===== src/rtl/ctr_player.sv =====
// rtl/ctr_player.sv - stimulus driver and independent scoreboard for the counter game block
module ctr_player #(
  parameter int         COUNTER_SIZE = 3,
  parameter int         SCORE_LIMIT  = 15,
  parameter logic [7:0] LFSR_SEED    = 8'hA5
) (
  input  logic                    clock,
  input  logic                    rst_n,
  input  logic                    start,
  input  logic [1:0]              mode,
  input  logic [1:0]              fixed_control,
  input  logic [COUNTER_SIZE-1:0] seed_value,
  input  logic                    WINNER,
  input  logic                    LOSER,
  input  logic                    GAMEOVER,
  input  logic [1:0]              WHO,
  output logic [1:0]              control,
  output logic                    INIT,
  output logic [COUNTER_SIZE-1:0] initial_value,
  output logic                    busy,
  output logic                    done,
  output logic [1:0]              result,
  output logic [3:0]              win_count,
  output logic [3:0]              lose_count,
  output logic                    mismatch
);

  localparam logic [3:0] LIMIT = 4'(SCORE_LIMIT);

  typedef enum logic [2:0] {IDLE, LOAD, PLAY, WAIT, REPORT} state_t;

  state_t                  state, state_d;
  logic [1:0]              mode_q, mode_d, fc_q, fc_d, control_d, result_d, expected;
  logic                    init_d, busy_d, done_d, mis_d, dir, dir_d, hit, hit_d;
  logic [COUNTER_SIZE-1:0] iv_d;
  logic [3:0]              win_d, lose_d;
  logic [7:0]              lfsr, lfsr_d;

  function automatic logic [3:0] sat_inc(input logic [3:0] v);
    return (v >= LIMIT) ? v : v + 4'd1;
  endfunction

  always_comb begin
    state_d   = state;
    mode_d    = mode_q;
    fc_d      = fc_q;
    control_d = 2'b00;
    init_d    = 1'b0;
    iv_d      = initial_value;
    done_d    = 1'b0;
    result_d  = result;
    win_d     = win_count;
    lose_d    = lose_count;
    mis_d     = mismatch;
    lfsr_d    = lfsr;
    dir_d     = dir;
    hit_d     = hit;
    expected  = 2'b00;
    case (state)
      IDLE: begin
        if (start) begin
          mode_d   = mode;
          fc_d     = fixed_control;
          iv_d     = seed_value;
          win_d    = 4'd0;
          lose_d   = 4'd0;
          result_d = 2'b00;
          mis_d    = 1'b0;
          hit_d    = 1'b0;
          init_d   = 1'b1;
          state_d  = LOAD;
        end
      end
      LOAD: begin
        dir_d   = 1'b0;
        state_d = PLAY;
      end
      PLAY: begin
        // A simultaneous WINNER/LOSER counts as a loss and is flagged
        if (LOSER) begin
          lose_d = sat_inc(lose_count);
          dir_d  = 1'b0;
          if (WINNER) mis_d = 1'b1;
        end else if (WINNER) begin
          win_d = sat_inc(win_count);
          dir_d = 1'b1;
        end
        if (GAMEOVER) begin
          if (lose_d == LIMIT)     expected = 2'b01;
          else if (win_d == LIMIT) expected = 2'b10;
          result_d = WHO;
          if (WHO != expected) mis_d = 1'b1;
          state_d = WAIT;
        end else if (lose_count == LIMIT || win_count == LIMIT) begin
          // Second consecutive cycle at the limit without GAMEOVER: give up
          if (hit) begin
            mis_d    = 1'b1;
            result_d = 2'b00;
            state_d  = WAIT;
          end else begin
            hit_d = 1'b1;
          end
        end
      end
      WAIT: begin
        done_d  = 1'b1;
        state_d = REPORT;
      end
      REPORT:  state_d = IDLE;
      default: state_d = IDLE;
    endcase
    if (state_d == PLAY) begin
      lfsr_d = {lfsr[6:0], lfsr[7] ^ lfsr[5] ^ lfsr[4] ^ lfsr[3]};
      case (mode_d)
        2'b01:   control_d = lfsr_d[1:0];
        2'b10:   control_d = {dir_d, fc_d[0]};
        default: control_d = fc_d;
      endcase
    end
    busy_d = (state_d != IDLE) && (state_d != REPORT);
  end

  always_ff @(posedge clock or negedge rst_n) begin
    if (!rst_n) begin
      state         <= IDLE;
      mode_q        <= 2'b00;
      fc_q          <= 2'b00;
      control       <= 2'b00;
      INIT          <= 1'b0;
      initial_value <= '0;
      busy          <= 1'b0;
      done          <= 1'b0;
      result        <= 2'b00;
      win_count     <= 4'd0;
      lose_count    <= 4'd0;
      mismatch      <= 1'b0;
      lfsr          <= LFSR_SEED;
      dir           <= 1'b0;
      hit           <= 1'b0;
    end else begin
      state         <= state_d;
      mode_q        <= mode_d;
      fc_q          <= fc_d;
      control       <= control_d;
      INIT          <= init_d;
      initial_value <= iv_d;
      busy          <= busy_d;
      done          <= done_d;
      result        <= result_d;
      win_count     <= win_d;
      lose_count    <= lose_d;
      mismatch      <= mis_d;
      lfsr          <= lfsr_d;
      dir           <= dir_d;
      hit           <= hit_d;
    end
  end

endmodule

===== config.mk =====
export PLATFORM = sky130hd
export DESIGN_NAME = ctr_player
export DESIGN_NICKNAME = d
export VERILOG_FILES = /design/src/rtl/ctr_player.sv
export SDC_FILE = /design/constraint.sdc
export NUM_CORES = 1
export LEC_CHECK = 0
export CORE_MARGIN = 1
export CORE_UTILIZATION = 45
export CTS_CLUSTER_DIAMETER = 50
export DETAILED_ROUTE_END_ITERATION = 8
export PLACE_DENSITY = 0.71
export SETUP_SLACK_MARGIN = 0.5
export SLEW_MARGIN = 10
export SYNTH_ARGS = -nofsm -noshare
export SYNTH_HDL_FRONTEND = slang
export SYNTH_SLANG_ARGS = --single-unit
export TNS_END_PERCENT = 30

===== constraint.sdc =====
create_clock -name clock -period 3.1 [get_ports clock]
set_input_delay 0.93 -clock clock [delete_from_list [all_inputs] [get_ports clock]]
set_output_delay 0.93 -clock clock [all_outputs]
set_load 0.03 [all_outputs]

### Word level (Yosys, flattened, before mapping)

Cells that the tools add are included.

| word-level totals | value |
|---|---|
| output and inout bits | 19 |
| bits in writable memories | 0 |
| word-level logic and storage cells | 95 |
| memories kept | 0 |
| bits in read-only memories | 0 |
| bits in registers | 36 |
| bits in latches | 0 |
| input port bits | 15 |

| operators by class | value |
|---|---|
| reduce and logical (&&, ||, !) cells | 9 |
| equality and inequality tests | 17 |
| div/mod/pow operators | 0 |
| order comparisons | 2 |
| add/sub/neg operators | 2 |
| shift operators | 0 |
| bitwise logic cells | 3 |
| multiply operators | 0 |
| muxes and demuxes | 47 |

Operator list:

| cell | number |
|---|---|
| 4-bit 2-to-1 mux | 8 |
| 2-bit 2-to-1 mux | 13 |
| 4-bit equality test (second input constant) | 4 |
| 4-bit case mux with 2 select lines | 2 |
| 1-bit 2-to-1 mux | 14 |
| 3-bit 2-to-1 mux | 4 |
| 3-bit case mux with 4 select lines | 1 |
| 3-bit by 2-bit equality test with 1-bit output (second input constant) | 3 |
| 3-bit != test (second input constant) | 3 |
| 4-bit by 1-bit adder with 4-bit output (second input constant) | 2 |
| 4-bit >= comparator (second input constant) | 2 |
| 2-bit case mux with 2 select lines | 2 |
| 4-bit AND reduction | 2 |
| 2-bit != test (second input constant) | 3 |
| 1-bit case mux with 2 select lines | 3 |
| 2-bit AND reduction | 2 |
| 3-bit by 1-bit equality test with 1-bit output (second input constant) | 1 |
| 3-bit logical NOT | 1 |
| 3-bit nonzero test | 1 |
| 1-bit XOR | 3 |
| 2-bit by 1-bit equality test with 1-bit output (second input constant) | 1 |
| 2-bit equality test (second input constant) | 1 |
| 2-bit != test | 1 |
| 2-bit nonzero test | 1 |
| 2 further kinds | 2 |

### Depth between registers and ports, before layout

Gate-level depths: netlist (run 1).

| logic depth | value |
|---|---|
| word-level depth | 14 |
| depth in mapped cells | 9 |
| mapped depth without buffers | 7 |

### Least setup slack after synthesis (run 1)

Ideal clock, no wire load.

| path | value |
|---|---|
| path kind | input to register |
| start | input port start |
| end | register control[1] |
| stages | 7 |
| buffers on the path | 1 |
| setup slack | 0.478 ns |
| setup time | 0.129 ns |
| data arrival time | 2.493 ns |
| required time | 2.971 ns |
| path through | nor4b_4 -> buf_4 -> mux2i_1 -> inv_1 -> ha_1 -> a221oi_1 -> nor3_2 |

| between the ends | value |
|---|---|
| cells in the longest elaborated chain, start to end | 5 |
| elaborated cells on any way between the ends | 11 |
| those cells by class | eq/ne: 3; mux: 8 |

RTL lines:

| what | RTL line | RTL |
|---|---|---|
| start, declared | 9 | `input logic start,` |
| 2-bit 2-to-1 mux (*) | 61 | `if (start) begin` |
| 2-bit 2-to-1 mux (*) | 59 | `case (state)` |
| named net mode_d[1] | 33 | `logic [1:0] mode_q, mode_d, fc_q, fc_d, control_d, result_d, expected;` |
| 2-bit equality test / 2-bit by 1-bit equality test with 1-bit output (equally long branches) | 114 | `case (mode_d)` |
| 2-bit case mux with 2 select lines (*) | 114 |  |
| 2-bit 2-to-1 mux (*) | 112 | `if (state_d == PLAY) begin` |
| named net control_d[1] | 33 |  |
| end signal, assigned | 144 | `control <= control_d;` |
| end, declared | 17 | `output logic [1:0] control,` |

Mark *: on every way through the listed nets, which the timed path passes. The rest lies on a longest branch.
A chain may end at the register's enable or synchronous reset.

### Worst setup path after layout (run 1)

| path | value |
|---|---|
| start | input port WINNER |
| end | register mismatch |

| between the ends | value |
|---|---|
| cells in the longest elaborated chain, start to end | 12 |
| elaborated cells on any way between the ends | 16 |
| those cells by class | eq/ne: 2; mux: 14 |

RTL lines:

| what | RTL line | RTL |
|---|---|---|
| start, declared | 13 | `input logic WINNER,` |
| 4-bit 2-to-1 mux | 84 | `end else if (WINNER) begin` |
| 4-bit 2-to-1 mux | 80 | `if (LOSER) begin` |
| 4-bit 2-to-1 mux | 59 |  |
| 4-bit equality test | 90 | `else if (win_d == LIMIT) expected = 2'b10;` |
| 2-bit 2-to-1 mux | 90 |  |
| 2-bit 2-to-1 mux | 89 | `if (lose_d == LIMIT) expected = 2'b01;` |
| 2-bit 2-to-1 mux | 88 | `if (GAMEOVER) begin` |
| 2-bit 2-to-1 mux | 59 |  |
| 2-bit != test | 92 | `if (WHO != expected) mis_d = 1'b1;` |
| 1-bit 2-to-1 mux | 92 |  |
| 1-bit 2-to-1 mux (*) | 88 |  |
| 1-bit case mux with 2 select lines (*) | 59 |  |
| end signal, assigned | 152 | `mismatch <= mis_d;` |
| end, declared | 25 | `output logic mismatch` |

Mark *: on every way between the ends. The rest lies on a longest branch, timed or not. The select of a mux whose other input is x is not followed.

==> metrics.md, run 1 <==
| Metric | Value |
|---|---|
| Outcome | finished clean |
| Total leakage power | 1.046 nW |
| Total of endpoints with negative setup slack in the final report | 0 |
| Total global routing track utilization | 0.2057 |
| Antenna-violating nets left | 0 |
| Reported max-cap violation count | 0 |
| Largest net degree at the start of global routing | 37 |
| Row count | 22 |
| Via count | 1335 |
| CORE AREA | 0.003771 mm² |
| Cell-internal power | 1.338 mW |
| Worst setup slack before clock tree synthesis | 0.2054 ns |
| Post-synthesis to final-layout area growth | 30.71% |
| Switching portion of total power | 0.3915 |
| Summed negative setup slack over all endpoints | 0 ns |
| Width of the die | 65.41 µm |
| Mapped Avg Cell Area | 11.83 µm² |
| Combinational share of power | 0.490 |
| Worst-path fanout max | 5 |
| Number of enable flip-flop cells after synthesis | 0 |
| DRC viols | 0 |
| Final worst clock skew | 0.005367 ns |
| Antenna violations before repair | 0 |
| Vias in the first global route | 1418 |
| Overall die height | 65.41 µm |
| Residual overflow from global routing | 0 |
| Proportion of layout cells with a drive suffix above 1 | 0.2525 |
| Total nets after synthesis | 172 |
| Clock root buffer | clkbuf_8 |
| Total CTS buffers | 5 |
| Clock share of power | 0.184 |
| Antenna diodes | 0 |
| Most frequent cell after synthesis | dfrtp_1 |
| Placement Cell Area | 0.002195 mm² |
| Hold crit path type | reg -> reg |
| Final period demand of the worst path | 2.441 ns |
| Most numerous cell types in the synthesized netlist | dfrtp_1 (32), o21ai_0 (10), mux2_4 (9) |
| Buffer depth of the longest clock path | 2 |
| Die Area | 0.004278 mm² |
| Total Wirelength | 3.917 mm |
| Power density cells | 929.6 mW/mm² |
| Detailed-route vias per instance | 5.427 |
| Number of unique standard cell types used by synthesis | 47 |
| Inst Count DP | 233 |
| Final Hold Violating Endpoints | 0 |
| Synth top area cells | dfrtp_1 (44%), mux2_4 (7.5%), dfstp_2 (5.8%), mux2_2 (3.1%), ha_1 (2.8%) |
| Final routed wire length divided by cell count | 15.92 µm |
| Number of top-level design ports | 34 |
| Post-Layout Cell Count | 246 |
| Deepest level of the CTS H-tree | 2 |
| Part of the cycle the worst path needs | 0.7875 |
| Number of instances in the synthesized netlist | 153 |
| Part of the Yosys area used for sequential elements | 0.5007 |
| Data required, critical path | 3.28 ns |
| Maximum VDD drop | 0.5842 mV |
| Final max-slew violation count | 0 |
| Final Net Count | 216 |
| Share of async-settable or async-resettable flops after synthesis | 1.000 |
| Sw Pwr | 860.7 µW |
| Number of register bits inferred by synthesis | 36 |
| Wire length of the first global-routing pass | 6.520 mm |
| Sequential cell fraction of total power | 0.326 |
| Cell taking the most area after synthesis | dfrtp_1 |
| Clock transition at the registers of the reported paths | 0.07 ns |
| Arrival time of data at the critical path endpoint | 2.62 ns |
| Initial standard-cell utilization of the core | 0.4798 |
| Number of warnings reported in the yosys synthesis log | 0 |
| Final WS setup | 0.6588 ns |
| Crit path kind | in -> reg |
| Nature of the critical path endpoint | flip-flop |
| First DRT Iteration DRCs | 91 |
| RSZ-0062 raised after global routing | false |
| Synthesized cell area | 0.001809 mm² |
| Fin area | 0.002365 mm² |
| Count of clock tree sinks | 36 |
| Hpwl dp | 2.713 mm |
| Most frequently used flop master after synthesis | dfrtp_1 |
| Worst slew margin relative to its limit | 0.7001 |
| I/O Buffers | 33 |
| Placer's final routability congestion estimate | 0.7758 |
| Share of the synthesized area in the top cell type | 0.4426 |
| CTS tree | done |
| Achievable Freq | 409.6 MHz |
| Clock latency reported for the late side of the worst-skew pair | 0.29 ns |
| Worst setup SP type | primary input |
| Slew of the pin with the lowest slew margin | 0.4499 ns |
| First drt pass iteration count | 5 |
[what timing repair did]
item                                    in CTS  in global routing
hold endpoints to repair                     0                  0
gates resized for setup                      0                  6
buffers inserted                             0                  5
endpoints found under the setup margin       0                  2
hold buffers                                 0                  0
[cells in the final DEF (no fill, tap or decap), types with 2 or more instances in the layout]
cell type,count
dfrtp_1,32
clkdlybuf4s50_1,32
o21ai_0,10
mux2_4,9
buf_4,9
nand2_1,8
nor2_1,8
inv_1,7
nand3_1,7
mux2_2,5
clkbuf_8,5
dfstp_2,4
and2_1,3
xnor2_1,3
a21oi_1,3
nor3_1,3
a22o_1,3
mux2i_2,2
nand2_4,2
nor3_2,2
xor2_1,2
a32o_1,2
a22oi_1,2
nand4b_1,2
a31oi_1,2
a211oi_1,2
ha_1,2
[layout make-up]
type                    count  area (µm²)
clock inverters             2       35.03
well taps                  48       60.06
flip-flops and latches     36       905.9
fillers                   289        1406
inverters                   8       30.03
multi-input cells         104       860.8
repair buffers             42       400.4
clock buffers               6       72.57
[cells by family (layout without fill, tap and decap cells)]
family | Yosys count | count (layout) | synth area share
flip-flops | 36 | 36 | 0.5007
XOR/XNOR | 5 | 5 | 0.02421
AND/OR/NAND/NOR | 46 | 46 | 0.1653
multiplexers | 17 | 17 | 0.1231
AO/OA/AOI/OAI | 32 | 32 | 0.1196
adder cells (fa/ha/maj) | 4 | 4 | 0.02766
buffers and inverters | 13 | 58 | 0.03941
[worst max-delay path: stages]
cell and delay [ns]:
clkdlybuf4s50_1 0.61, nand2b_4 0.11, mux2_1 0.32, a22oi_1 0.20
or3_1 0.15, nand4b_1 0.09, a31o_1 0.21
[registers in the layout, summed over array words and instances (netlist names)]
name and flops:
fc_q 2, win_count 4, state 3, mismatch 1, lose_count 4, dir 1, done 1, control 2
mode_q 2, busy 1, lfsr 8, INIT 1, initial_value 3, result 2, hit 1
[power by group through the flow]
stage | Clock [mW] | Combinational, mW | Sequential [mW]
finish | 0.404 | 1.08 | 0.717
global route | 0.430 | 1.17 | 0.739
CTS | 0.413 | 0.985 | 0.714
detailed placement | 0 | 0.981 | 0.722
global placement | 0 | 0.953 | 0.712
floorplan | 0 | 0.584 | 0.833
[path summary, 6_finish.rpt]
path	startpoint	end	slack (ns)	depth (start not counted)
hold reg to reg	fc_q[0]	fc_q[0]	0.52	1
setup reg to reg	win_count[0]	lfsr[4]	0.97	7
hold / removal	fc_q[0]	fc_q[0]	0.52	1
setup / recovery	WINNER	mismatch	0.66	7
max in group asynchronous	rst_n	lfsr[7]	1.69	2
min in group asynchronous	rst_n	lose_count[2]	1.07	2
[metal layers]
metal	share of wire	track usage	up-vias
li1	-	-	638
met1	0.43	0.2447	660
met2	0.52	0.3479	30
met3	0.033	0.04688	7
met4	0.017	0.1005	0
met5	0	0	-
[through the flow]
stage / hold slack, ns / power [mW] / util
after floorplan: 0.4662 / 1.417 / -
after global placement: 0.4855 / 1.665 / 0.5820
after detailed placement: 0.5016 / 1.703 / 0.5820
after CTS: 0.5183 / 2.111 / 0.6105
after global routing: 0.5336 / 2.335 / 0.6271
final: 0.5157 / 2.198 / 0.6271
(Power assumes the default switching activity.)
==> inputs of run 2 (changes only) <==
--- a/config.mk
+++ b/config.mk
@@ -9,7 +9,7 @@
 export CORE_UTILIZATION = 45
 export CTS_CLUSTER_DIAMETER = 50
 export DETAILED_ROUTE_END_ITERATION = 8
-export PLACE_DENSITY = 0.71
+export PLACE_DENSITY = 0.73
 export SETUP_SLACK_MARGIN = 0.5
 export SLEW_MARGIN = 10
 export SYNTH_ARGS = -nofsm -noshare
==> constraint.sdc (replaced) <==
create_clock -name clock -period 2.17 [get_ports clock]
set_input_delay 0.651 -clock clock [delete_from_list [all_inputs] [get_ports clock]]
set_output_delay 0.651 -clock clock [all_outputs]
set_load 0.03 [all_outputs]
==> metrics.md, run 2 (synthesized netlist as in run 1, its figures left out) <==
| Metric | Value |
|---|---|
| Outcome | finished clean |
| Worst reg2reg endpoint | control[0] |
| Final period demand of the worst path | 1.873 ns |
| Clock latency reported for the late side of the worst-skew pair | 0.29 ns (about the same) |
| RSZ-0062 raised after global routing | true |
| Count of clock tree sinks | 36 (unchanged) |
| Largest net degree at the start of global routing | 37 (unchanged) |
| Number of top-level design ports | 34 (unchanged) |
| Residual overflow from global routing | 0 (unchanged) |
| Die Area | 0.004278 mm² (unchanged) |
| Final Total Pwr | 3.412 mW (+55%) |
| Part of the cycle the worst path needs | 0.8632 |
| Hold crit path type | reg -> reg |
| Final worst clock skew | 0.007403 ns (+0.002035 ns) |
| Final routed wire length divided by cell count | 16.37 µm (+2.8%) |
| Antenna diodes | 0 (unchanged) |
| Reported max-cap violation count | 0 (unchanged) |
| I/O Buffers | 33 (unchanged) |
| Buffer depth of the longest clock path | 2 (unchanged) |
| Proportion of layout cells with a drive suffix above 1 | 0.4793 (+0.2267) |
| Post-synthesis to final-layout area growth | 43.22% |
| Via count | 1458 (+9.2%) |
| Number of fill cells | 260 (-10%) |
| End of the worst hold path | initial_value[2] |
| Summed negative setup slack over all endpoints | 0 ns (unchanged) |
| Final Hold Violating Endpoints | 0 (unchanged) |
| Finished Core Util | 0.6871 (+0.06005) |
| Data required, critical path | 2.34 ns (-0.94 ns) |
| Antenna-violating nets left | 0 (unchanged) |
| DRC viols | 0 (unchanged) |
| Total leakage power | 1.198 nW (+15%) |
| Arrival time of data at the critical path endpoint | 2.05 ns (-0.57 ns) |
| Crit path kind | reg -> reg |
| Overall die height | 65.41 µm (unchanged) |
| Commonest cells after routing, fill and taps aside | buf_4 (26), dfrtp_1 (23), mux2_4 (10), clkdlybuf4s50_1 (10), dlygate4sd2_1 (10) |
| Amount of wire on met3 after detailed routing | 160 µm (+25%) |
| Post-Layout Cell Count | 265 (+7.7%) |
| Final max-slew violation count | 0 (unchanged) |
| Antenna violations before repair | 0 (unchanged) |
| Detailed-route vias per instance | 5.502 (+1.4%) |
| Most common cell after layout, fill and taps aside | buf_4 |
| Width of the die | 65.41 µm (unchanged) |
| Final Net Count | 235 (+8.8%) |
| Hpwl dp | 2.907 mm (+7.1%) |
| Slew of the pin with the lowest slew margin | 0.4663 ns (+0.01647 ns) |
| Achievable Freq | 533.9 MHz |
| CORE AREA | 0.003771 mm² (unchanged) |
| Nature of the critical path endpoint | flip-flop |
| Worst-path fanout max | 3 (-2) |
| Deepest level of the CTS H-tree | 2 (unchanged) |
| Fin area | 0.002591 mm² (+9.6%) |
| CTS tree | done |
| Row count | 22 (unchanged) |
| Length in cells of the worst reg-to-reg path | 7 (unchanged) |
| Maximum VDD drop | 0.7838 mV (+34%) |
| Most flops, register | lfsr |
| Worst setup SP type | flip-flop |
| Registers with the most flip-flops | lfsr x8, lose_count x4, win_count x4 |
| Sum of routed wire segments on met1 | 1.754 mm (+5.0%) |
| Initial standard-cell utilization of the core | 0.4798 (unchanged) |
| Worst-case register-to-register setup slack | 0.30 ns (-0.67 ns) |
| Source of the worst register-to-register timing path | state[2] |
| Total global routing track utilization | 0.2243 (+0.01855) |
| Flip-flop count of the largest register, all copies and words added | 8 (unchanged) |
| Total CTS buffers | 5 (unchanged) |
| Vias in the first global route | 1467 (+3.5%) |
| Source of the worst hold timing path | initial_value[2] |
| Placement Cell Area | 0.002335 mm² (+6.4%) |
| Clock root buffer | clkbuf_8 |
| Wire length of the first global-routing pass | 7.079 mm (+8.6%) |
| Worst slew margin relative to its limit | 0.6880 (-0.01213) |
| Clock transition at the registers of the reported paths | 0.07 ns (about the same) |
| Total Wirelength | 4.339 mm (+11%) |
| Max Used Layer | met4 |
| Routed wire length on met2 | 2.297 mm (+12%) |
| First DRT Iteration DRCs | 126 (+38%) |
| Total of endpoints with negative setup slack in the final report | 0 (unchanged) |
| Inst Count DP | 243 (+4.3%) |
| First drt pass iteration count | 4 (-1) |
| Placer's final routability congestion estimate | 0.7911 (+2.0%) |
| Hold bufs inserted after CTS | 0 (unchanged) |
| Power density cells | 1317 mW/mm² (+42%) |
| Hold Path Cell Cnt | 1 (unchanged) |
run 2: changes by cell type in the layout (fill, tap and decap cells not counted), sizes merged:
cell,before,now
nand2,10,11
clkinv,1,2
bufinv,1,0
clkdlybuf4s50,32,10
dlymetal6s2s,1,2
clkdlybuf4s15,0,2
dlygate4sd2,0,10
buf,9,36
run 2: through the flow:
stage                     hold slack, ns  worst slack (ns)
after CTS                         0.5119            0.2421
after global placement            0.4803           -0.2896
after global routing              0.5303            0.2142
final                             0.5048            0.2969
after floorplan                   0.3554          -0.07527
after detailed placement          0.4922           -0.3626
run 2: repair_timing:
action | in CTS | in global routing
endpoints found under the setup margin | 45 | 28
pin swaps | 11 | 7
gates resized for setup | 74 | 14
gates cloned | 0 | 1
buffers inserted | 5 | 8
run 2: metal layers:
layer,up-vias,global-route usage
met1,726,0.2612
met5,-,0
met3,13,0.05208
met4,0,0.1087
li1,678,-
met2,41,0.3853
run 2: worst max path at each step:
stage	depth (start not counted)	endpoint	startpoint	slack [ns]
final	7	control[0]	state[2]	0.30
after global routing	8	control[0]	state[2]	0.21
after CTS	1	INIT	INIT	0.24
after detailed placement	9	control[0]	start	-0.36
after global placement	8	control[1]	start	-0.29
after floorplan	7	control[1]	start	-0.08
run 2: report_power, final:
part           internal (mW)  switching, mW  leakage [nW]
registers              0.868          0.129         0.444
logic                  0.873           1.05         0.704
clock network          0.253          0.238        0.0510
total                   1.99           1.42          1.20
run 2: cell type report:
class | count | area, µm² | share of cell area
Clock buffer | 6 | 82.58 | 0.03187
Timing Repair Buffer | 60 | 486.7 | 0.1878
Multi-Input combinational cell | 105 | 1002 | 0.3868
Clock inverter | 2 | 10.01 | 0.003863
Inverter | 8 | 32.53 | 0.01255
Tap cell | 48 | 60.06 | 0.02318
Sequential cell | 36 | 917.1 | 0.3539
run 2: critical path, cell delays in order (launching register included):
cell and delay (ns):
dfrtp_2 0.42, nor4b_4 0.30, buf_4 0.19, mux2i_4 0.25
buf_6 0.13, ha_4 0.21, o21ai_2 0.17, a21oi_4 0.08
==> inputs of run 3 (changes only) <==
--- a/config.mk
+++ b/config.mk
@@ -5,6 +5,7 @@
 export SDC_FILE = /design/constraint.sdc
 export NUM_CORES = 1
 export LEC_CHECK = 0
+export ABC_AREA = 1
 export CORE_MARGIN = 1
 export CORE_UTILIZATION = 45
 export CTS_CLUSTER_DIAMETER = 50
==> metrics.md, run 3 <==
| Metric | Value |
|---|---|
| Total leakage power | 1.374 nW (+15%) |
| Antenna violations before repair | 0 (unchanged) |
| Deepest level of the CTS H-tree | 2 (unchanged) |
| Residual overflow from global routing | 0 (unchanged) |
| Main combinational cell family by area after synthesis | simple AND/OR/NAND/NOR gates |
| Arrival time of data at the critical path endpoint | 2.08 ns (+0.03 ns) |
| CTS tree | done |
| Final max-slew violation count | 0 (unchanged) |
| Largest net degree at the start of global routing | 37 (unchanged) |
| Clock root buffer | clkbuf_8 |
| Outcome | finished clean |
| Final routed wire length divided by cell count | 11.99 µm (-27%) |
| Die Area | 0.004381 mm² (+2.4%) |
| Total CTS buffers | 5 (unchanged) |
| Mux cell area share after synthesis | 0 (-0.1231) |
| Crit path kind | reg -> reg |
| Total global routing track utilization | 0.2035 (-0.02077) |
| Share of async-settable or async-resettable flops after synthesis | 1.000 (unchanged) |
| Final period demand of the worst path | 1.888 ns (+0.01513 ns) |
| Data required, critical path | 2.36 ns (+0.02 ns) |
| Count of clock tree sinks | 36 (unchanged) |
| Number of fill cells | 333 (+28%) |
| Antenna diodes | 0 (unchanged) |
| Total of endpoints with negative setup slack in the final report | 0 (unchanged) |
| Inst Count DP | 323 (+33%) |
| Number of register bits inferred by synthesis | 36 (unchanged) |
| First drt pass iteration count | 4 (unchanged) |
| Detailed-route vias per instance | 4.870 (-11%) |
| Synthesized-area fraction occupied by and/or/nand/nor cells | 0.3097 (+0.1444) |
| First DRT Iteration DRCs | 128 (+1.6%) |
| Cell taking the most area after synthesis | dfrtp_1 |
| Worst-path fanout max | 3 (unchanged) |
| Proportion of layout cells with a drive suffix above 1 | 0.3188 (-0.1605) |
| Registers with the most flip-flops | lfsr x8, lose_count x4, win_count x4 |
| Number of instances in the synthesized netlist | 228 (+49%) |
| Buffer depth of the longest clock path | 2 (unchanged) |
| Overall die height | 66.19 µm (+1.2%) |
| Synthesized-area fraction occupied by xor and xnor cells | 0.01417 (-0.01003) |
| Power density cells | 1419 mW/mm² (+7.7%) |
| Achievable Freq | 529.6 MHz (-0.80%) |
| Part of the Yosys area used for sequential elements | 0.4885 (-0.01216) |
| RSZ-0062 raised after global routing | true |
| DRC viols | 0 (unchanged) |
| Total nets after synthesis | 247 (+44%) |
| Share of the synthesized area in the top cell type | 0.4318 (-0.01075) |
| Most flops, register | lfsr |
| Total Wirelength | 4.147 mm (-4.4%) |
| CORE AREA | 0.003799 mm² (+0.73%) |
| Flip-flop count of the largest register, all copies and words added | 8 (unchanged) |
| Most frequent cell after synthesis | nand2_1 |
| Clock latency reported for the late side of the worst-skew pair | 0.30 ns (about the same) |
| Synthesized cell area | 0.001854 mm² (+2.5%) |
| Synth top area cells | dfrtp_1 (43%), nand2_1 (17%), dfstp_2 (5.7%), inv_1 (4.7%), nand3_1 (4.6%) |
| Number of unique standard cell types used by synthesis | 34 (-28%) |
| Mapped Avg Cell Area | 8.133 µm² (-31%) |
| Worst slew margin relative to its limit | 0.7051 (+0.01708) |
| Via count | 1685 (+16%) |
| Final Net Count | 316 (+34%) |
| Most numerous cell types in the synthesized netlist | nand2_1 (84), dfrtp_1 (32), inv_1 (23) |
| Width of the die | 66.19 µm (+1.2%) |
| Hold crit path type | reg -> reg |
| Slew of the pin with the lowest slew margin | 0.4424 ns (-0.02390 ns) |
| Clock transition at the registers of the reported paths | 0.07 ns (about the same) |
| Placer's final routability congestion estimate | 0.8101 (+2.4%) |
| Nature of the critical path endpoint | flip-flop |
| Hpwl dp | 2.832 mm (-2.6%) |
| Number of enable flip-flop cells after synthesis | 0 (unchanged) |
| Maximum VDD drop | 0.9688 mV (+24%) |
| Number of top-level design ports | 34 (unchanged) |
| Reported max-cap violation count | 0 (unchanged) |
| Final Total Pwr | 3.754 mW (+10%) |
| Worst setup SP type | flip-flop |
| Share of the synthesized area in compound gates (AO/OA/AOI/OAI) | 0.08502 (-0.03462) |
| Vias in the first global route | 1509 (+2.9%) |
| Antenna-violating nets left | 0 (unchanged) |
| Initial standard-cell utilization of the core | 0.4881 (+0.008381) |
| Part of the cycle the worst path needs | 0.8702 (+0.006970) |
| Number of warnings reported in the yosys synthesis log | 0 (unchanged) |
| Post-Layout Cell Count | 346 (+31%) |
| Post-synthesis to final-layout area growth | 42.71% |
| Wire length of the first global-routing pass | 6.617 mm (-6.5%) |
| Final Hold Violating Endpoints | 0 (unchanged) |
| I/O Buffers | 33 (unchanged) |
| Row count | 22 (unchanged) |
| Adder and majority cell fraction of the synthesized area | 0.02699 (-0.0006720) |
| Commonest cells after routing, fill and taps aside | nand2_1 (83), dfrtp_1 (28), buf_4 (28), inv_1 (20), nand3_1 (16) |
| Most frequently used flop master after synthesis | dfrtp_1 |
| Most common cell after layout, fill and taps aside | nand2_1 |
| Final worst clock skew | 0.006944 ns (-0.0004582 ns) |
## run 3: layout make-up
cell class / count / area (µm²) / share of cell area
clock buffer: 6 / 82.58 / 0.03121
clock inverter: 2 / 13.76 / 0.005201
inverter: 30 / 127.6 / 0.04823
multi-input combinational: 160 / 922.1 / 0.3485
sequential: 36 / 910.9 / 0.3442
tap: 48 / 60.06 / 0.02270
timing repair buffer: 63 / 524.3 / 0.1981
timing repair inverter: 1 / 5.005 / 0.001891
## run 3: cells by family after synthesis
family,after synthesis
XOR/XNOR,3
adder cells (fa/ha/maj),4
flip-flops,36
buffers and inverters,33
AND/OR/NAND/NOR,127
AO/OA/AOI/OAI,25
## run 3: report_power, final
group | total [mW] | internal, mW | switching, mW | leakage, nW
logic | 2.13 | 0.854 | 1.28 | 0.874
registers | 1.12 | 0.939 | 0.178 | 0.449
clock network | 0.506 | 0.259 | 0.246 | 0.0516
## run 3: repair_timing
| action | 4_1_cts | 5_1_grt |
|---|---|---|
| setup buffers | 4 | 9 |
| setup endpoints to repair | 37 | 22 |
| gates resized for setup | 63 | 10 |
| cloned | 0 | 2 |
| pin swaps | 6 | 8 |
| hold buffers | 0 | 0 |
## run 3: worst max-delay path: stages, from the launching register on
cell and delay (ns):
dfrtp_1 0.39, inv_2 0.07, nand2_2 0.07, nor2_4 0.14, nand2_8 0.08, buf_6 0.13, o21ai_4 0.16, inv_2 0.07
ha_4 0.29, inv_4 0.04, nand3_1 0.06, nand2_1 0.05, a31oi_1 0.20, nor2_2 0.04
## run 3: worst paths after layout
path	cells after the start	end	slack, ns	from
min in group asynchronous	2	lfsr[3]	0.76	rst_n
min reg2reg	2	lfsr[2]	0.48	lfsr[2]
max reg2reg	13	control[1]	0.28	state[1]
max in group asynchronous	2	win_count[0]	1.07	rst_n
max	13	control[1]	0.28	state[1]
min	2	lfsr[2]	0.48	lfsr[2]
## run 3: stage by stage
stage                     hold WS, ns  utilization  TNS, ns  cell area (µm²)  setup slack (ns)
after floorplan                0.3554            -        0             1926            0.3568
after global placement         0.4582       0.6380  -0.5387             2424           -0.2184
after detailed placement       0.4623       0.6380  -0.6052             2424           -0.2846
after CTS                      0.4748       0.6663        0             2531            0.2333
after global routing           0.4949       0.6966        0             2646            0.2089
final                          0.4752       0.6966        0             2646            0.2818
## run 3: layer usage
| metal | vias up | wire length, µm | track usage |
|---|---|---|---|
| met5 | - | 0 | 0 |
| met4 | 0 | 63 | 0.09309 |
| met3 | 8 | 132 | 0.03621 |
| met2 | 26 | 1996 | 0.3291 |
| met1 | 792 | 1954 | 0.2637 |
| li1 | 859 | - | - |
==> RTL edit 1: new RTL, flow settings as in run 2 <==
Change the parameter `COUNTER_SIZE` from 3 to 6.
--- a/src/rtl/ctr_player.sv
+++ b/src/rtl/ctr_player.sv
@@ -1,6 +1,6 @@
 // rtl/ctr_player.sv - stimulus driver and independent scoreboard for the counter game block
 module ctr_player #(
-  parameter int         COUNTER_SIZE = 3,
+  parameter int         COUNTER_SIZE = 6,
   parameter int         SCORE_LIMIT  = 15,
   parameter logic [7:0] LFSR_SEED    = 8'hA5
 ) (
Interface: changed (resized initial_value and seed_value); port bits go from 34 to 40. No check against the original RTL was run, so the function may have changed too.
==> RTL edit 1 against run 2 <==
  * Routed wire length up 2.8%
  * Clock power decreased by 3%
  * Setup slack lost 37 ps
  * Sequential power rose by 9%
  * Sequential cell count increased by 3
  * Synthesized area grew 4.6%
  * Design area increased by 6.0%
  * Via count grew 11%
  * Power up 1.3%
  * Critical endpoint is now lfsr[1]$_DFFE_PN0P_
==> RTL edit 1: results (changes against run 2) <==
Status: completed
#MultiIn Comb: 127 (+21%)
Top delay family on crit path: compound AO/OA/AOI/OAI gates
Peak VDD IR: 0.000870 V (+11%)
Inverters: 9 (+1)
DR vias/cell: 5.37 (-2.4%)
Pre-CTS setup slack: -265 ps (+98.0 ps)
Met2 GRT Util: 0.369 (-0.0166)
PD cells: 1260 nW/um2 (-4.5%)
Cells after DPL: 279 (+15%)
Seq cells: 39 (+8.3%)
Metal-1 WL: 1900 um (+8.4%)
Seq area share: 0.360 (+0.00643)
GR Util met1: 0.294 (+0.0325)
Avg Inst Size Synth: 10.6 um2 (-10%)
Layout clock area frac: 0.0310 (-0.00475)
Critical path fanouts, max: 5 (+2)
Bufs w/o clock: 68 (+13%)
First-pass GRT wire length: 7380 um (+4.2%)
Nets: 272 (+16%)
Synth top area cells: dfrtp_1 46%, nand2_1 6.5%, mux2_4 6.3%
Placed inst area: 2470 um2 (+5.8%)
DPL Wire Length: 2920 um (+0.60%)
Worst-margin pin slew: 476 ps (+9.82 ps)
Leak Pwr: 1.32 nW (+9.8%)
Vias in the first global route: 1578 (+7.6%)
Unique masters post-synth: 46 (-2.1%)
NonClk Buf Share: 0.210 (+0.0217)
Multi-input combinational area share: 0.364 (-0.0228)
Worst EP arrival: 2090 ps (+40 ps)
GP Congestion: 0.874 (+11%)
Post-synthesis sequential area ratio: 0.519 (+0.0178)
Total GRT Usage: 0.228 (+0.00366)
I/O Buffers: 39 (+18%)
Share of cells above drive strength 1: 0.382 (-0.0968)
Wire length on met3: 227 um (+42%)
Fillers: 318 (+22%)
Reg clk slew, reported paths: 70 ps (about the same)
Synth Net Count: 200 (+16%)
DR WL met2: 2270 um (-1.1%)
Regs by FF count: lfsr (8), initial_value (6)
Hold WC Path Type: in -> async
Met3 Use GR: 0.0514 (-0.000713)
WL per Instance: 14.8 um (-9.5%)
Layout Skew: 3.13 ps (-4.28 ps)
Initial DRC count: 147 (+17%)
Tap Count: 50 (+4.2%)
Most common library cells after synthesis: 35 x dfrtp_1, 33 x nand2_1, 9 x nor2_1
Detailed Route WL: 4460 um (+2.8%)
Slowest-stage cell, CP: dfrtp_2
DRC violations left: 0 (unchanged)
TritonRoute pass-1 iters: 4 (unchanged)
Pin count of the biggest net entering global routing: 22 (-41%)
RTL edit 1: report_power, final:
| group | leakage (nW) | total, mW | internal (mW) | switching [mW] |
|---|---|---|---|---|
| Combinational | 0.788 | 1.89 | 0.813 | 1.08 |
| Sequential | 0.487 | 1.09 | 0.947 | 0.140 |
| Clock | 0.0412 | 0.474 | 0.224 | 0.250 |
RTL edit 1: cells by family (layout without fill, tap and decap cells):
group                    after synthesis  after routing  synth area share
flip-flops                            39             39             0.519
multiplexers                          13             13            0.0913
AND/OR/NAND/NOR                       69             70             0.177
adder cells (fa/ha/maj)                4              4            0.0265
buffers and inverters                 13             85            0.0278
XOR/XNOR                               4              4            0.0185
AO/OA/AOI/OAI                         36             36             0.140
RTL edit 1: worst paths after layout:
kind,startpoint,end,slack (ps),depth (start not counted)
min in group clock,initial_value[5]$_DFFE_PN0P_,initial_value[5]$_DFFE_PN0P_,470,2
max in group asynchronous,rst_n,lose_count[2]$_DFFE_PN0P_,1380,2
setup reg to reg,win_count[1]$_DFFE_PN0P_,lfsr[1]$_DFFE_PN0P_,260,7
hold reg to reg,initial_value[5]$_DFFE_PN0P_,initial_value[5]$_DFFE_PN0P_,470,2
setup / recovery,win_count[1]$_DFFE_PN0P_,lfsr[1]$_DFFE_PN0P_,260,7
hold / removal,rst_n,busy$_DFF_PN0_,310,1
RTL edit 1: what timing repair did:
| item | 4_1_cts | 5_1_grt |
|---|---|---|
| setup endpoints to repair | 43 | 41 |
| resized for setup | 79 | 12 |
| hold buffers | 0 | 0 |
| setup buffers | 11 | 2 |
| endpoints found under the hold margin | 0 | 0 |
| pin swaps | 14 | 3 |
| gates cloned | 1 | 0 |
==> RTL edit 2: new RTL, config.mk and constraints of run 2 <==
Made on the original files. Make the reset (`rst_n`) synchronous in one clocked block.
--- a/src/rtl/ctr_player.sv
+++ b/src/rtl/ctr_player.sv
@@ -120,7 +120,7 @@
     busy_d = (state_d != IDLE) && (state_d != REPORT);
   end
 
-  always_ff @(posedge clock or negedge rst_n) begin
+  always_ff @(posedge clock) begin
     if (!rst_n) begin
       state         <= IDLE;
       mode_q        <= 2'b00;
Function: differs if rst_n is asserted again (counterexample within 4 cycles, from zero or initial values and one cycle with rst_n low); with rst_n held inactive, the same outputs for 10 cycles.
==> RTL edit 2 against run 2 <==
  * Routed wire length grew 3.3%
  * Critical path type unchanged
  * Setup slack got worse by 170 ps
  * Design area increased by 4.1%
  * Synthesized area is 0.35% lower
  * Count of clock-buffer cells in the layout rose by 1
  * Maximum frequency down 8.3%
  * Worst hold slack got worse by 47 ps
  * Sequential cell count stayed put
  * Synthesized cell count increased by 37%
  * Global-route usage grew 0.85 points
Power is not compared: it rests on default switching activity, and its combinational part moved more than twofold at a synthesized area within 25%.
==> RTL edit 2: results (changes against run 2) <==
Status: completed
Vias in the first global route: 1656 (+13%)
Mux cell area share after synthesis: 0.0743 (-0.0488)
Metal-1 WL: 2100 um (+20%)
Adder and majority cell fraction of the synthesized area: 0.0278 (+0.0000960)
Layout clock area frac: 0.0468 (+0.0111)
First-pass GRT wire length: 7570 um (+6.9%)
Critical path fanouts, max: 4 (+1)
Multi-input combinational area share: 0.409 (+0.0223)
TritonRoute pass-1 iters: 6 (+2)
Share of cells above drive strength 1: 0.321 (-0.158)
Final core utilization: 0.721 (+0.0335)
Synth Area in Compound Gates: 0.178 (+0.0587)
Worst setup path start: state[1]$_SDFF_PN0_
Slew Limit Headroom: 0.662 (-0.0257)
WS Path Type: reg -> reg
ANT cells: 0 (unchanged)
Synth Instances: 210 (+37%)
Synth top area cells: dfxtp_1 40%, nand2_1 5.8%, mux2i_1 5.6%
DR vias/cell: 5.30 (-3.7%)
Nets: 295 (+26%)
RR Endpoint: control[1]$_SDFF_PN0_
Slowest-stage cell, CP: nor4b_4
CLK BUF: 7 (+1)
Detailed Route WL: 4480 um (+3.3%)
Avg Inst Size Synth: 8.59 um2 (-27%)
Seq area share: 0.275 (-0.0789)
Inverters: 6 (-2)
Pin count of the biggest net entering global routing: 16 (-57%)
Slowest stage delay, CP: 380 ps (-40 ps)
Pre-CTS setup slack: -510 ps (-147 ps)
Most common library cells after synthesis: 36 x dfxtp_1, 28 x nand2_1, 21 x nor2_1
Leak Pwr: 1.17 nW
#MultiIn Comb: 155 (+48%)
DPL Wire Length: 2780 um (-4.5%)
Post-synthesis sequential area ratio: 0.400 (-0.101)
DR WL met2: 2170 um (-5.7%)
Post-synth top area cell: dfxtp_1
Worst EP arrival: 2210 ps (+160 ps)
Initial DRC count: 115 (-8.7%)
Placed inst area: 2380 um2 (+1.8%)
WL per Instance: 13.8 um (-16%)
Post-synthesis xor/xnor area fraction: 0.0194 (-0.00477)
Bufs w/o clock: 72 (+20%)
NonClk Buf Share: 0.238 (+0.0506)
Unique masters post-synth: 45 (-4.3%)
Top delay family on crit path: compound AO/OA/AOI/OAI gates
GP Congestion: 0.839 (+6.0%)
Wire length on met3: 178 um (+11%)
Total GRT Usage: 0.233 (+0.00845)
Fin crit share: 0.941 (+0.0777)
Layout Skew: 10.4 ps (+2.98 ps)
Fillers: 296 (+14%)
Met3 Use GR: 0.0573 (+0.00521)
Met2 GRT Util: 0.394 (+0.00902)
Synth async-reset ratio: 0 (-1.00)
GR Util met1: 0.291 (+0.0296)
Synth Net Count: 229 (+33%)
Reg2reg setup slack: 130 ps (-170 ps)
RTL edit 2: worst min-delay path by stage:
stage | from | endpoint | slack, ps | cells after the start
final | lfsr[2]$_SDFFE_PN1N_ | lfsr[3]$_SDFFE_PN0N_ | 460 | 2
after global routing | initial_value[1]$_SDFFE_PN0P_ | initial_value[1]$_SDFFE_PN0P_ | 490 | 2
after CTS | lfsr[2]$_SDFFE_PN1N_ | lfsr[3]$_SDFFE_PN0N_ | 460 | 2
after detailed placement | initial_value[1]$_SDFFE_PN0P_ | initial_value[1]$_SDFFE_PN0P_ | 450 | 2
after global placement | initial_value[0]$_SDFFE_PN0P_ | initial_value[0]$_SDFFE_PN0P_ | 440 | 2
after floorplan | lfsr[2]$_SDFFE_PN1N_ | lfsr[3]$_SDFFE_PN0N_ | 440 | 2
RTL edit 2: what timing repair did:
item / 4_1_cts / 5_1_grt
setup buffers: 12 / 2
hold endpoints to repair: 0 / 0
gates resized for setup: 55 / 6
cloned: 0 / 0
endpoints found under the setup margin: 52 / 37
pin swaps: 13 / 2
